**config.mk**
```make
export PLATFORM = sky130hd
export DESIGN_NAME = bcd_updown_counter_flat
export DESIGN_NICKNAME = d
export VERILOG_FILES = /design/src/rtl/bcd_pkg.sv /design/src/rtl/bcd_updown_counter_if.sv /design/src/rtl/bcd_digit.sv /design/src/rtl/bcd_updown_counter.sv /design/src/flat_wrapper.sv
export SDC_FILE = /design/constraint.sdc
export NUM_CORES = 1
export LEC_CHECK = 0
export ABC_AREA = 1
export CAP_MARGIN = 20
export CORE_MARGIN = 2
export CORE_UTILIZATION = 40
export DETAILED_ROUTE_END_ITERATION = 16
export PLACE_DENSITY = 0.7
export REMOVE_ABC_BUFFERS = 1
export SLEW_MARGIN = 20
export SYNTH_ARGS = -nofsm -noshare
export SYNTH_HDL_FRONTEND = slang
export SYNTH_SLANG_ARGS = --single-unit
```
**constraint.sdc**
```tcl
create_clock -name Clo -period 1.27 [get_ports Clo]
set_clock_uncertainty 0.05 [all_clocks]
set_input_delay 0.1905 -clock Clo [delete_from_list [all_inputs] [get_ports Clo]]
set_output_delay 0.1905 -clock Clo [all_outputs]
set_load 0.005 [all_outputs]
```
**src/rtl/bcd_pkg.sv**
```systemverilog
// Shared BCD definitions: digit width, digit type and the nibble sanitiser
// used by the counter load path and the 7-segment decoders.
package bcd_pkg;

    localparam int unsigned BCD_W = 4;

    typedef logic [BCD_W-1:0] bcd_t;

    localparam bcd_t BCD_MAX = 4'd9;

    // Non-decimal nibbles (A-F) collapse to zero so Q always holds valid BCD.
    function automatic bcd_t bcd_sanitize(input bcd_t n);
        return (n > BCD_MAX) ? bcd_t'(0) : n;
    endfunction

endpackage

```
**src/rtl/bcd_updown_counter_if.sv**
```systemverilog
// Control and status bundle of the multi-digit BCD up/down counter.
interface bcd_updown_counter_if #(
    parameter int unsigned DIGITS = 2
);
    logic                  En;
    logic                  Up;
    logic                  Sat_mode;
    logic                  Load;
    logic [4*DIGITS-1:0]   Load_val;
    logic [4*DIGITS-1:0]   Q;
    logic                  Tc;
    logic                  Wrap;
    logic                  Ovf;

    modport master (
        output En, Up, Sat_mode, Load, Load_val,
        input  Q, Tc, Wrap, Ovf
    );

    modport slave (
        input  En, Up, Sat_mode, Load, Load_val,
        output Q, Tc, Wrap, Ovf
    );

endinterface

```
**src/rtl/bcd_digit.sv**
```systemverilog
// One BCD decade: load with sanitising, or step up/down with 9<->0 roll.
module bcd_digit
    import bcd_pkg::*;
(
    input  logic clk,
    input  logic rst,
    input  logic step,
    input  logic up,
    input  logic load,
    input  bcd_t load_d,
    output bcd_t d,
    output logic is_max,
    output logic is_min
);

    assign is_max = (d == BCD_MAX);
    assign is_min = (d == bcd_t'(0));

    always_ff @(posedge clk or posedge rst) begin
        if (rst) begin
            d <= bcd_t'(0);
        end else if (load) begin
            d <= bcd_sanitize(load_d);
        end else if (step) begin
            if (up) begin
                d <= is_max ? bcd_t'(0) : d + bcd_t'(1);
            end else begin
                d <= is_min ? BCD_MAX : d - bcd_t'(1);
            end
        end
    end

endmodule

```
**src/rtl/bcd_updown_counter.sv**
```systemverilog
// Synchronous DIGITS-decade BCD up/down counter with load, wrap/saturate
// mode, combinational terminal count and registered Wrap/Ovf flags.
module bcd_updown_counter
    import bcd_pkg::*;
#(
    parameter int unsigned DIGITS      = 2,
    parameter int unsigned SAT_DEFAULT = 0
) (
    input  logic                  Clo,
    input  logic                  Clr,
    bcd_updown_counter_if.slave   bus
);

    if (DIGITS == 0) begin : g_bad_digits
        $error("bcd_updown_counter: DIGITS must be at least 1");
    end
    if (SAT_DEFAULT > 1) begin : g_bad_sat
        $error("bcd_updown_counter: SAT_DEFAULT must be 0 or 1");
    end

    logic [DIGITS-1:0] is_max;
    logic [DIGITS-1:0] is_min;
    logic [DIGITS-1:0] dig_step;
    logic [DIGITS:0]   chain;
    bcd_t              dig_q [DIGITS];
    logic              tc;
    logic              sat_hold;
    logic              step_g;
    logic              wrap_q;
    logic              ovf_q;

    // chain[i]: every digit below i sits at its end value for the current direction.
    always_comb begin
        chain    = '0;
        chain[0] = 1'b1;
        for (int i = 0; i < int'(DIGITS); i++) begin
            chain[i+1] = chain[i] & (bus.Up ? is_max[i] : is_min[i]);
        end
    end

    assign tc       = chain[DIGITS];
    assign sat_hold = tc & bus.Sat_mode;
    assign step_g   = bus.En & ~bus.Load & ~sat_hold;
    assign dig_step = {DIGITS{step_g}} & chain[DIGITS-1:0];

    for (genvar g = 0; g < int'(DIGITS); g++) begin : g_digit
        bcd_digit u_digit (
            .clk    (Clo),
            .rst    (Clr),
            .step   (dig_step[g]),
            .up     (bus.Up),
            .load   (bus.Load),
            .load_d (bus.Load_val[g*BCD_W +: BCD_W]),
            .d      (dig_q[g]),
            .is_max (is_max[g]),
            .is_min (is_min[g])
        );
        assign bus.Q[g*BCD_W +: BCD_W] = dig_q[g];
    end

    // Wrap pulses for one cycle after a wrap-around; Ovf is sticky until Load/Clr.
    always_ff @(posedge Clo or posedge Clr) begin
        if (Clr) begin
            wrap_q <= 1'b0;
            ovf_q  <= 1'b0;
        end else if (bus.Load) begin
            wrap_q <= 1'b0;
            ovf_q  <= 1'b0;
        end else if (bus.En && tc) begin
            wrap_q <= ~bus.Sat_mode;
            ovf_q  <= 1'b1;
        end else begin
            wrap_q <= 1'b0;
        end
    end

    assign bus.Tc   = tc;
    assign bus.Wrap = wrap_q;
    assign bus.Ovf  = ovf_q;

endmodule
```
**src/flat_wrapper.sv**
```systemverilog
// flat-port wrapper written by rule: the top's interface ports become plain ports
module bcd_updown_counter_flat import bcd_pkg::*;
#(
    parameter int unsigned DIGITS      = 2,
    parameter int unsigned SAT_DEFAULT = 0
)
  (Clo, Clr, bus_En, bus_Up, bus_Sat_mode, bus_Load, bus_Load_val, bus_Q, bus_Tc, bus_Wrap, bus_Ovf);
  bcd_updown_counter_if #(.DIGITS(DIGITS)) bus_i ();
  input  logic Clo;
  input  logic Clr;
  input wire logic [$bits(bus_i.En)-1:0] bus_En;
  input wire logic [$bits(bus_i.Up)-1:0] bus_Up;
  input wire logic [$bits(bus_i.Sat_mode)-1:0] bus_Sat_mode;
  input wire logic [$bits(bus_i.Load)-1:0] bus_Load;
  input wire logic [$bits(bus_i.Load_val)-1:0] bus_Load_val;
  output wire logic [$bits(bus_i.Q)-1:0] bus_Q;
  output wire logic [$bits(bus_i.Tc)-1:0] bus_Tc;
  output wire logic [$bits(bus_i.Wrap)-1:0] bus_Wrap;
  output wire logic [$bits(bus_i.Ovf)-1:0] bus_Ovf;
  assign bus_i.En = bus_En;
  assign bus_i.Up = bus_Up;
  assign bus_i.Sat_mode = bus_Sat_mode;
  assign bus_i.Load = bus_Load;
  assign bus_i.Load_val = bus_Load_val;
  assign bus_Q = bus_i.Q;
  assign bus_Tc = bus_i.Tc;
  assign bus_Wrap = bus_i.Wrap;
  assign bus_Ovf = bus_i.Ovf;
  bcd_updown_counter #(.DIGITS(DIGITS), .SAT_DEFAULT(SAT_DEFAULT)) u_core (.Clo(Clo), .Clr(Clr), .bus(bus_i));
endmodule
```
==> results by stage <==
Outcome:
- The flow ran to the end, but the final reports show violations.
- The final reports fail on setup timing.

Detailed routing:
- For this block, the via count after detailed routing is 1218.
- The number of iterations in the first detailed-routing pass is 4.
- For this block, the routed nets add up to 3100 µm of wire.
- For this run, design rule violations remaining after detail routing come to 0.
- Dividing the detail-routed via count by the number of cells gives 5.03.
- Once detail routing completed, the nets flagged for antenna violations numbered 0.
- The count of routing violations after the opening detailed-route iteration is 29.
- The average routed wire per standard cell is 12.8 µm.

Place:
- At the end of routability-driven placement, the weighted congestion stood at 0.850.
- The half-perimeter wire length of the detailed placement result is 2140 µm.
- Input and output buffers added on the ports amount to 24.
- The placed instances occupy a cell area of 1410 µm².

Global routing:
- For this run, global-route usage on met2 was measured as 44.2%.
- The number of antenna violations at the first check in global routing is 0.
- For met1 alone, demand over resource in global routing was 30.3%.
- The global routing stage identified its most utilized layer as met2.
- The global-route wire length before repair is 4960 µm.
- The residual overflow from global routing is 0.
- Entering global routing, the biggest net connects 11 pins.
- The global-route total usage across every layer is 25.2%.
- The met3 track utilization from global routing is 3.51%.
- The number of global-route vias before repair came to 1195.

Floorplanning:
- The initial utilization of the core area, before any placement, comes to 41.1%.
- For this design the top-level I/O count stands at 25.
- In this run the vertical extent of the chip is 51.0 µm.
- The number of core rows is 17.
- The standard cell core area is 2150 µm².
- The die is 51.0 µm wide.
- The floorplan step defined a die boundary enclosing 2600 µm².

Critical path:
- On the critical path, the stage with the largest delay is an instance of dfrtp_1.
- The type of destination of the critical path is a register.
- The delay contributed by the slowest stage of the critical path is 410 ps.
- The arrival time of the worst setup path is 1680 ps.
- Of all nets on the critical path, the largest fanout is 5.
- Together, buffers and inverters on the worst path number 3.
- Traced cell by cell, the critical path runs through buf_6 -> inv_4 -> nor2_4 -> nand2_2 -> nand2_4 -> nand2_4 -> buf_6 -> o211ai_4 -> nand2_2 -> nand2_1 -> nand2_1.
- STA classifies the critical path startpoint as a register.
- Among cell families on the critical path, the largest total delay comes from simple AND/OR/NAND/NOR gates.
- The critical path in this run is classified as register to register.
- The required time of the worst setup path is 1370 ps.

Yosys:
- The post-synthesis register bit count is 10.
- The number of different library cells used by synthesis comes to 19.
- The share of the Yosys chip area taken by registers is 28.3%.
- After technology mapping, the gate count stands at 142.
- Summing every instance area after synthesis gives 883 µm².
- Ranked by total cell area, the synthesized netlist is headed by dfrtp_1 (28%), nand2_1 (21%), nand3_1 (10%).
- After synthesis, the mean cell area works out to 6.22 µm².
- The proportion of netlist area held by the largest area contributor is 28.3%.
- dfrtp_1 takes more of the synthesized area than any other cell.
- The number of warning messages in the yosys log is 0.

Cells and area:
- In the layout the commonest cells are nand2_1 (45), buf_4 (35), nand3_1 (18).
- The count of inserted antenna diode cells is 0.
- After the last flow step, the layout net total stands at 230.
- Relative to the synthesized area, the layout overhead comes to 82.3%.
- The finished cells cover 1610 µm².
- The commonest non-fill, non-tap cell in the layout is nand2_1.
- The share of final-layout standard cells stronger than drive strength 1 is 41.6%.

Clocking:
- The CTS tree is built.
- The clock passes through at most 2 buffers.
- After clock tree synthesis, the clock-pin slew on the worst setup and hold paths is 60 ps.
- For this design, the CTS-stage hold fixing added 0 buffers.
- The latest clock arrival within the worst-skew pair is 260 ps.
- The total number of H-tree levels is 1.
- The clock drives 10 sinks.
- The cell at the root of the clock tree is clkbuf_4.
- Clock tree synthesis inserted a total of 3 buffers.

STA:
- The highest clock rate is 632 MHz.
- The max-slew violation count is 0.
- The worst pin sits at a relative slew slack of 75.2%.
- The post-route minimum period is 1580 ps.
- The share of the clock period used by the worst path is 125%.
- Setup violations remaining at the end of the flow were counted as 14.
- For the pin with the worst max-slew slack, the measured transition is 371 ps.
- Setup repair after global routing could not meet its margin everywhere.
- The slack of the critical path is -312 ps.
- The final number of hold-violating endpoints is 0.

Run:
- The number of maximum-capacitance constraint violations is 0.

Power:
- The leakage component of the power is 0.853 nW.
- Power spread over the standard cell area amounts to 1050 nW/µm².
- The worst-case IR drop observed on VDD is 0.000998 V.
- The total chip power is 0.00169 W.

Hold path:
- The class of the tightest hold or removal check is input pin to asynchronous set/reset pin.
synth_stat cells:
library cell,instances
a21oi_1,5
buf_2,2
clkbuf_1,1
clkinv_1,3
dfrtp_1,10
inv_1,11
inv_2,3
nand2_1,50
nand2_2,5
nand2_4,4
nand3_1,18
nor2_1,7
nor2_2,2
nor2_4,2
nor3_1,3
o211ai_4,1
o21ai_0,13
o21ai_1,1
xor2_1,1
layout make-up:
cell class | instances | area, µm²
Timing Repair Buffer | 72 | 637
Multi-Input combinational cell | 112 | 594
Fill cell | 149 | 538
Sequential cell | 10 | 254
Inverter | 17 | 67.6
Tap cell | 28 | 35.0
Clock buffer | 3 | 22.5
cell families after synthesis:
logic type	after synthesis	share of synthesized area [%]
flops	10	28.3
simple gates	91	48.7
buf+inv	20	8.78
xor+xnor	1	0.992
compound gates	20	13.2
metal layers:
metal | vias up | wire length [µm]
met1 | 566 | 1270
met3 | 10 | 119
met2 | 43 | 1620
met4 | 0 | 87
li1 | 599 | -
met5 | - | 0
flip-flops by register name, summed over array words and instances, names as in the netlist:
name	count
u_core.g_digit.u_digit.d	8
u_core.bus.Wrap	1
u_core.bus.Ovf	1
through the flow:
| step | cells | hold WS (ps) | setup TNS, ps | setup WS, ps | util (%) |
|---|---|---|---|---|---|
| detailed placement | 226 | 443 | -4730 | -576 | 65.5 |
| finish | 242 | 152 | -3110 | -312 | 75.0 |
| global route | 242 | 185 | -4360 | -406 | 75.0 |
| global placement | 226 | 418 | -4410 | -584 | 65.5 |
| floorplan | 139 | -19.3 | -1170 | -173 | - |
| CTS | 238 | 161 | -3410 | -301 | 72.6 |
repair_timing:
| action | 4_1_cts | 5_1_grt |
|---|---|---|
| setup buffers | 9 | 8 |
| pin swaps | 8 | 5 |
| resized for setup | 49 | 22 |
| endpoints found under the setup margin | 21 | 18 |
path summary, 6_finish.rpt:
kind | startpoint | end | slack [ps] | cells past startpoint
setup / recovery | u_core.g_digit[1].u_digit.d[3] | u_core.g_digit[1].u_digit.d[3] | -310 | 11
min in group Clo | u_core.bus.Ovf | u_core.bus.Ovf | 460 | 2
setup reg to reg | u_core.g_digit[1].u_digit.d[3] | u_core.g_digit[1].u_digit.d[3] | -310 | 11
hold / removal | Clr | u_core.bus.Wrap | 150 | 2
max in group asynchronous | Clr | u_core.g_digit[1].u_digit.d[2] | 720 | 2
hold reg to reg | u_core.bus.Ovf | u_core.bus.Ovf | 460 | 2
report_power, final:
part / switching, W / internal, W
registers: 0.0000725 / 0.000370
logic: 0.000470 / 0.000566
clock network: 0.0000979 / 0.000109
total: 0.000640 / 0.00104
Note: power is estimated with default switching activity, not from simulation.
